[src/rtl/ham_pkg.sv]
// ham_pkg: constants, FSM state type and helpers shared by the Hamming(7,4)
// nibble packer and its FIFO.
//   CW_W / NIB_W       codeword and nibble widths
//   D*_IDX             codeword bit positions that carry data (d4,d3,d2,d1)
//   state_t            packer FSM state (EMPTY / HALF)
//   extract_nib()      strips the parity bits from a codeword
//   syndrome_flag()    1 when a codeword has a nonzero syndrome
package ham_pkg;

    localparam int CW_W  = 7;
    localparam int NIB_W = 4;

    // Codeword bit i is Hamming position i+1, so the data bits sit at the
    // non-power-of-two positions 7,6,5,3 -> indices 6,5,4,2.
    localparam int D4_IDX = 6;
    localparam int D3_IDX = 5;
    localparam int D2_IDX = 4;
    localparam int D1_IDX = 2;

    typedef enum logic {
        EMPTY = 1'b0,   // no nibble held
        HALF  = 1'b1    // one nibble held, waiting for its partner
    } state_t;

    function automatic logic [NIB_W-1:0] extract_nib(input logic [CW_W-1:0] cw);
        return {cw[D4_IDX], cw[D3_IDX], cw[D2_IDX], cw[D1_IDX]};
    endfunction

    function automatic logic syndrome_flag(input logic [CW_W-1:0] cw);
        logic s1, s2, s4;
        s1 = cw[0] ^ cw[2] ^ cw[4] ^ cw[6];
        s2 = cw[1] ^ cw[2] ^ cw[5] ^ cw[6];
        s4 = cw[3] ^ cw[4] ^ cw[5] ^ cw[6];
        return |{s4, s2, s1};
    endfunction

endpackage

[src/rtl/ham_byte_fifo.sv]
// ham_byte_fifo: circular-buffer FIFO with an unregistered read port.
//   clk, rst          clock, asynchronous active-high reset
//   wr_en, wr_data    push one entry (caller never pushes while full)
//   rd_en             pop the head; ignored while empty
//   rd_data           head entry, read straight from the array at rd_ptr
//   full, empty       status flags derived from level
//   level             number of stored entries (0..DEPTH)
// Pointers carry one extra bit so full and empty are distinguishable; they
// wrap modulo 2*DEPTH.
module ham_byte_fifo #(
    parameter int DEPTH = 4,
    parameter int W     = 9
) (
    input  logic                     clk,
    input  logic                     rst,
    input  logic                     wr_en,
    input  logic [W-1:0]             wr_data,
    input  logic                     rd_en,
    output logic [W-1:0]             rd_data,
    output logic                     full,
    output logic                     empty,
    output logic [$clog2(DEPTH):0]   level
);

    localparam int AW = $clog2(DEPTH);
    localparam logic [AW:0] DEPTH_L = (AW + 1)'(DEPTH);

    logic [W-1:0] mem [DEPTH];
    logic [AW:0]  wr_ptr;
    logic [AW:0]  rd_ptr;
    logic         do_rd;

    assign level   = wr_ptr - rd_ptr;
    assign full    = (level == DEPTH_L);
    assign empty   = (level == '0);
    assign do_rd   = rd_en && !empty;
    assign rd_data = mem[rd_ptr[AW-1:0]];

    // NOTE: the array is reset because the head is visible on the output
    // without a register stage and must read as zero after reset; this is
    // affordable only because DEPTH is small.
    // NOTE: sequential state uses non-blocking assignments so every register
    // samples pre-edge values regardless of statement order.
    always_ff @(posedge clk or posedge rst) begin
        if (rst) begin
            wr_ptr <= '0;
            rd_ptr <= '0;
            for (int i = 0; i < DEPTH; i++) begin
                mem[i] <= '0;
            end
        end else begin
            if (wr_en) begin
                mem[wr_ptr[AW-1:0]] <= wr_data;
                wr_ptr              <= wr_ptr + 1'b1;
            end
            if (do_rd) begin
                rd_ptr <= rd_ptr + 1'b1;
            end
        end
    end

endmodule

[src/rtl/hamming_nibble_packer.sv]
// hamming_nibble_packer: strips parity from corrected Hamming(7,4) codewords,
// pairs the nibbles into bytes and queues them behind a valid/ready port.
//   clk, rst                 clock, asynchronous active-high reset
//   cw_in, cw_valid, cw_ready  codeword input handshake
//   flush                    pulse: close a half-filled byte with a zero nibble
//   byte_out, byte_err       FIFO head byte and its syndrome flag
//   byte_valid, byte_ready   byte output handshake
//   level                    bytes currently buffered
// Parameters: DEPTH (FIFO entries, power of two >= 2), MSN_FIRST (1: first
// nibble lands in byte[7:4]).
// Build option: define HAM_SYNDROME_CHK_EN to recompute each codeword's
// syndrome and flag bytes built from a nonzero-syndrome codeword; otherwise
// byte_err is tied low and no flag is stored.
module hamming_nibble_packer
    import ham_pkg::*;
#(
    parameter int DEPTH     = 4,
    parameter bit MSN_FIRST = 1'b1
) (
    input  logic                     clk,
    input  logic                     rst,
    input  logic [6:0]               cw_in,
    input  logic                     cw_valid,
    output logic                     cw_ready,
    input  logic                     flush,
    output logic [7:0]               byte_out,
    output logic                     byte_err,
    output logic                     byte_valid,
    input  logic                     byte_ready,
    output logic [$clog2(DEPTH):0]   level
);

    state_t           state;
    state_t           state_next;
    logic [NIB_W-1:0] nib;
    logic [NIB_W-1:0] hold;
    logic             flush_pend;
    logic             accept;
    logic             pair_wr;
    logic             pad_wr;
    logic             wr_en;
    logic [7:0]       wr_byte;
    logic             full;
    logic             empty;

    assign nib        = extract_nib(cw_in);
    assign byte_valid = !empty;

    // State register.
    always_ff @(posedge clk or posedge rst) begin
        if (rst) state <= EMPTY;
        else     state <= state_next;
    end

    // Next-state logic: a byte leaves HALF either by pairing or by padding.
    // NOTE: every combinational output gets a default first so no path
    // leaves it unassigned and no latch is inferred.
    always_comb begin
        state_next = state;
        unique case (state)
            EMPTY: if (accept)           state_next = HALF;
            HALF:  if (accept || pad_wr) state_next = EMPTY;
        endcase
    end

    // Outputs. A pending flush blocks input until the padded byte is written;
    // otherwise only a completing accept needs a free FIFO slot. cw_ready
    // never looks at byte_ready, keeping the two ports decoupled.
    always_comb begin
        cw_ready = !flush_pend && ((state == EMPTY) || !full);
        accept   = cw_valid && cw_ready;
        pair_wr  = accept && (state == HALF);
        pad_wr   = flush_pend && !full;
        wr_en    = pair_wr || pad_wr;
        if (pair_wr) wr_byte = MSN_FIRST ? {hold, nib} : {nib, hold};
        else         wr_byte = MSN_FIRST ? {hold, 4'h0} : {4'h0, hold};
    end

    // Hold register and flush request. A flush alongside a completing accept
    // is redundant; alongside a first-nibble accept it applies to that nibble.
    always_ff @(posedge clk or posedge rst) begin
        if (rst) begin
            hold       <= '0;
            flush_pend <= 1'b0;
        end else begin
            if (accept && (state == EMPTY)) hold <= nib;
            if (pad_wr) begin
                flush_pend <= 1'b0;
            end else if (flush && (((state == HALF) && !accept) ||
                                   ((state == EMPTY) && accept))) begin
                flush_pend <= 1'b1;
            end
        end
    end

`ifdef HAM_SYNDROME_CHK_EN
    logic       nib_err;
    logic       hold_err;
    logic       wr_err;
    logic [8:0] rd_entry;

    assign nib_err = syndrome_flag(cw_in);
    // A padded nibble contributes no error, so only the held flag survives.
    assign wr_err  = pair_wr ? (hold_err | nib_err) : hold_err;

    always_ff @(posedge clk or posedge rst) begin
        if (rst)                             hold_err <= 1'b0;
        else if (accept && (state == EMPTY)) hold_err <= nib_err;
    end

    ham_byte_fifo #(.DEPTH(DEPTH), .W(9)) u_fifo (
        .clk     (clk),
        .rst     (rst),
        .wr_en   (wr_en),
        .wr_data ({wr_err, wr_byte}),
        .rd_en   (byte_ready),
        .rd_data (rd_entry),
        .full    (full),
        .empty   (empty),
        .level   (level)
    );

    assign byte_out = rd_entry[7:0];
    assign byte_err = rd_entry[8];
`else
    // Parity bits are only needed by the syndrome check.
    logic unused_parity;
    assign unused_parity = ^{cw_in[3], cw_in[1], cw_in[0]};

    ham_byte_fifo #(.DEPTH(DEPTH), .W(8)) u_fifo (
        .clk     (clk),
        .rst     (rst),
        .wr_en   (wr_en),
        .wr_data (wr_byte),
        .rd_en   (byte_ready),
        .rd_data (byte_out),
        .full    (full),
        .empty   (empty),
        .level   (level)
    );

    assign byte_err = 1'b0;
`endif

endmodule

[config.mk]
export PLATFORM = sky130hd
export DESIGN_NAME = hamming_nibble_packer
export DESIGN_NICKNAME = d
export VERILOG_FILES = /design/src/rtl/ham_pkg.sv /design/src/rtl/ham_byte_fifo.sv /design/src/rtl/hamming_nibble_packer.sv
export SDC_FILE = /design/constraint.sdc
export NUM_CORES = 1
export LEC_CHECK = 0
export ABC_CLOCK_PERIOD_IN_PS = 3000
export CORE_MARGIN = 5
export CORE_UTILIZATION = 51
export CTS_BUF_LIST = sky130_fd_sc_hd__clkbuf_4
export CTS_CLUSTER_DIAMETER = 40
export DETAILED_ROUTE_END_ITERATION = 12
export PLACE_DENSITY_LB_ADDON = 0.12
export SYNTH_ARGS = -nofsm -noshare
export SYNTH_HDL_FRONTEND = slang
export SYNTH_HIERARCHICAL = 1
export SYNTH_SLANG_ARGS = --single-unit
export TNS_END_PERCENT = 30
[constraint.sdc]
create_clock -name clk -period 3 [get_ports clk]
set_clock_uncertainty 0.1 [all_clocks]
set_input_delay 0.3 -clock clk [delete_from_list [all_inputs] [get_ports clk]]
set_output_delay 0.3 -clock clk [all_outputs]
set_load 0.05 [all_outputs]
==> reports/metrics.cfg <==
[run_status]
status=complete, no violations

[clock_network]
clk_path_buf_depth=2
cts_max_level=2
cts_tree=done
clk_latency_ps=340
cts_made_buffers=5
clk_pin_slew_worst_paths_ps=120
numClockSinks=44
cts_resized=0
cts_root_buf=clkbuf_4

[route]
drc_errors=0
firstDrtPassIters=4
wl_um=3920
antenna_left=0
wl_per_cell_um=17.3
viasPerCell=5.42
drt_iter0_markers=49
via_count=1226

[floorplan]
core_area_mm2=0.00400
initial_utilization=0.522
rows=23
die_w_um=74.0
ioPinCount=26
fp.dieH_um=74.0
die_area_mm2=0.00548

[placed_design]
dp_hpwl_um=2890
dp_cells=215
gp_congestion=0.757
port_buffers=21

[sta]
slew_headroom=0.458
max_freq_mhz=341
setup_violations=0
min_period_over_period=0.977
worst_slew_pin_slew_ps=812
fin_tns_setup_ps=0
fin_crit_ps=2930
drv_slew=0
finalHoldViolations=0

[finish]
diodes=0
n_fill_cell=305
fin_cells=226
nets=196
post_route_cells_drive_above_1_share=0.426
final_util=0.646
syn2layout_area_growth_pct=23.6

[global_routing]
grt_util_met3=0.0459
antenna_found_initial=0
track_usage=0.168
grt.overflow.total=0
grt_pass1_wl_um=6740
busiest_layer=met2
grt_pass1_vias=1318
use_met1=0.232
gr-usage-met2=0.267
grt_max_degree=23

[worst_setup_path]
crit_path_frequent_cell=ha_4
r2r_cells=12
cpPeakStageDelay_ps=440
worstPathCellList=inv_2, ha_4, fa_2, xor3_2, and3_4, a21oi_4, and2_4, ha_4, a21o_1, buf_12, nand2_8, mux2_2
startpoint_type=flip-flop
cp.depth=12
path_class=flip-flop to flip-flop
worstPathMaxFanout=9
crit_required_ps=3140
crit_family=adder cells
slowest_stage=dfrtp_1
ff2ff_setup_slack_ps=70
critPathBufInv=2
cp.arrival_ps=3070
cp-end-kind=flip-flop

[yosys]
synth_warnings=6
synth_top_cell_area_share=0.527
netlist_area_mm2=0.00209
yosys.area.top_type=dfrtp_1
syn-num-nets=164
yosys-top-cells-area=dfrtp_1 (53%), mux2_2 (18%), mux4_2 (8.6%), ha_1 (4.8%), xnor2_1 (1.7%)
ys_types=26
synth_cells=143
seq_area_frac_synth=0.527
ys_seq_elements=44
avgSynthCellArea_um2=14.6

[flow_run]
drv_cap=0

[worst_hold_path]
hp-class=input pin to asynchronous set/reset pin

==> worst reg2reg max path, cell delays in order, from the launching register on <==
cell and delay (ps):
dfrtp_1 440, inv_2 80, ha_4 160, fa_2 370, xor3_2 260, and3_4 220, a21oi_4 70, and2_4 170
ha_4 170, a21o_1 180, buf_12 160, nand2_8 110, mux2_2 350
==> final cells by class <==
cell class	count	area, um2	area share
repair buffers	29	285	0.110
well taps	50	62.6	0.0242
clock buffers	6	45.0	0.0174
multi-input cells	86	1040	0.404
flip-flops and latches	44	1100	0.426
inverters	9	33.8	0.0131
clock inverters	2	11.3	0.00436
==> cells in the mapped netlist, drive strengths merged <==
cell	n
a21oi	1
and2	5
conb	1
and3	1
nor2	1
xor2	1
inv	9
a21o	1
buf	3
xor3	1
nand2	9
mux2	38
nand2b	1
fa	1
clkbuf	1
mux4	8
xnor2	4
ha	8
o22ai	1
o21ai	4
dfrtp	44
==> repair_timing <==
action / CTS / global route
buffers inserted: 0 / 3
endpoints found under the setup margin: 0 / 32
hold buffers: 0 / 0
==> path summary, 6_finish.rpt <==
path / endpoint / start
max: u_fifo/mem[3] / u_fifo/wr_ptr[0]
min: state / rst
max reg2reg: u_fifo/mem[3] / u_fifo/wr_ptr[0]
min reg2reg: u_fifo/mem[9] / u_fifo/mem[9]
max in group asynchronous: u_fifo/wr_ptr[1] / rst
min in group clk: flush_pend / flush
==> through the flow <==
stage               instance area (um2)  setup slack [ps]  hold slack, ps
global route                       2580             -28.6            94.4
detailed placement                 2500              40.0             387
global placement                   2500              79.2             382
CTS                                2560              8.50            66.3
floorplan                          2220              -186           -9.04
finish                             2580              69.9            76.8
==> cell usage in the layout, fill, tap and decap left out, types with 3 or more instances in the layout <==
cell type | Yosys | layout
clkdlybuf4s50_1 | 0 | 17
dfrtp_1 | 44 | 44
nand2_1 | 9 | 5
inv_1 | 9 | 8
mux4_2 | 8 | 8
ha_1 | 8 | 6
clkbuf_4 | 0 | 6
nand2_8 | 0 | 4
mux2_1 | 3 | 3
xnor2_1 | 4 | 4
mux2_2 | 33 | 33
and2_1 | 5 | 4
buf_4 | 1 | 10
==> layer usage <==
layer	wire length, um	vias up	share of wire
met5	0	-	0
met4	37	0	0.0094
met3	136	5	0.035
met2	1950	22	0.50
met1	1800	632	0.46
li1	-	567	-
==> registers in the layout, summed over array words and instances, names as in the netlist <==
signal / cells
hold: 4
u_fifo/mem: 32
u_fifo/rd_ptr: 3
state: 1
u_fifo/wr_ptr: 3
flush_pend: 1
==> cell families after synthesis <==
logic type,share of synthesized area
other cells,0.00179
compound gates,0.0204
flops,0.527
simple gates,0.0395
mux,0.295
fa+ha+maj,0.0575
buf+inv,0.0263
xor+xnor,0.0329
Power is not shown: default switching activity piles up to over one toggle a cycle in this logic, so the estimate is an artifact.
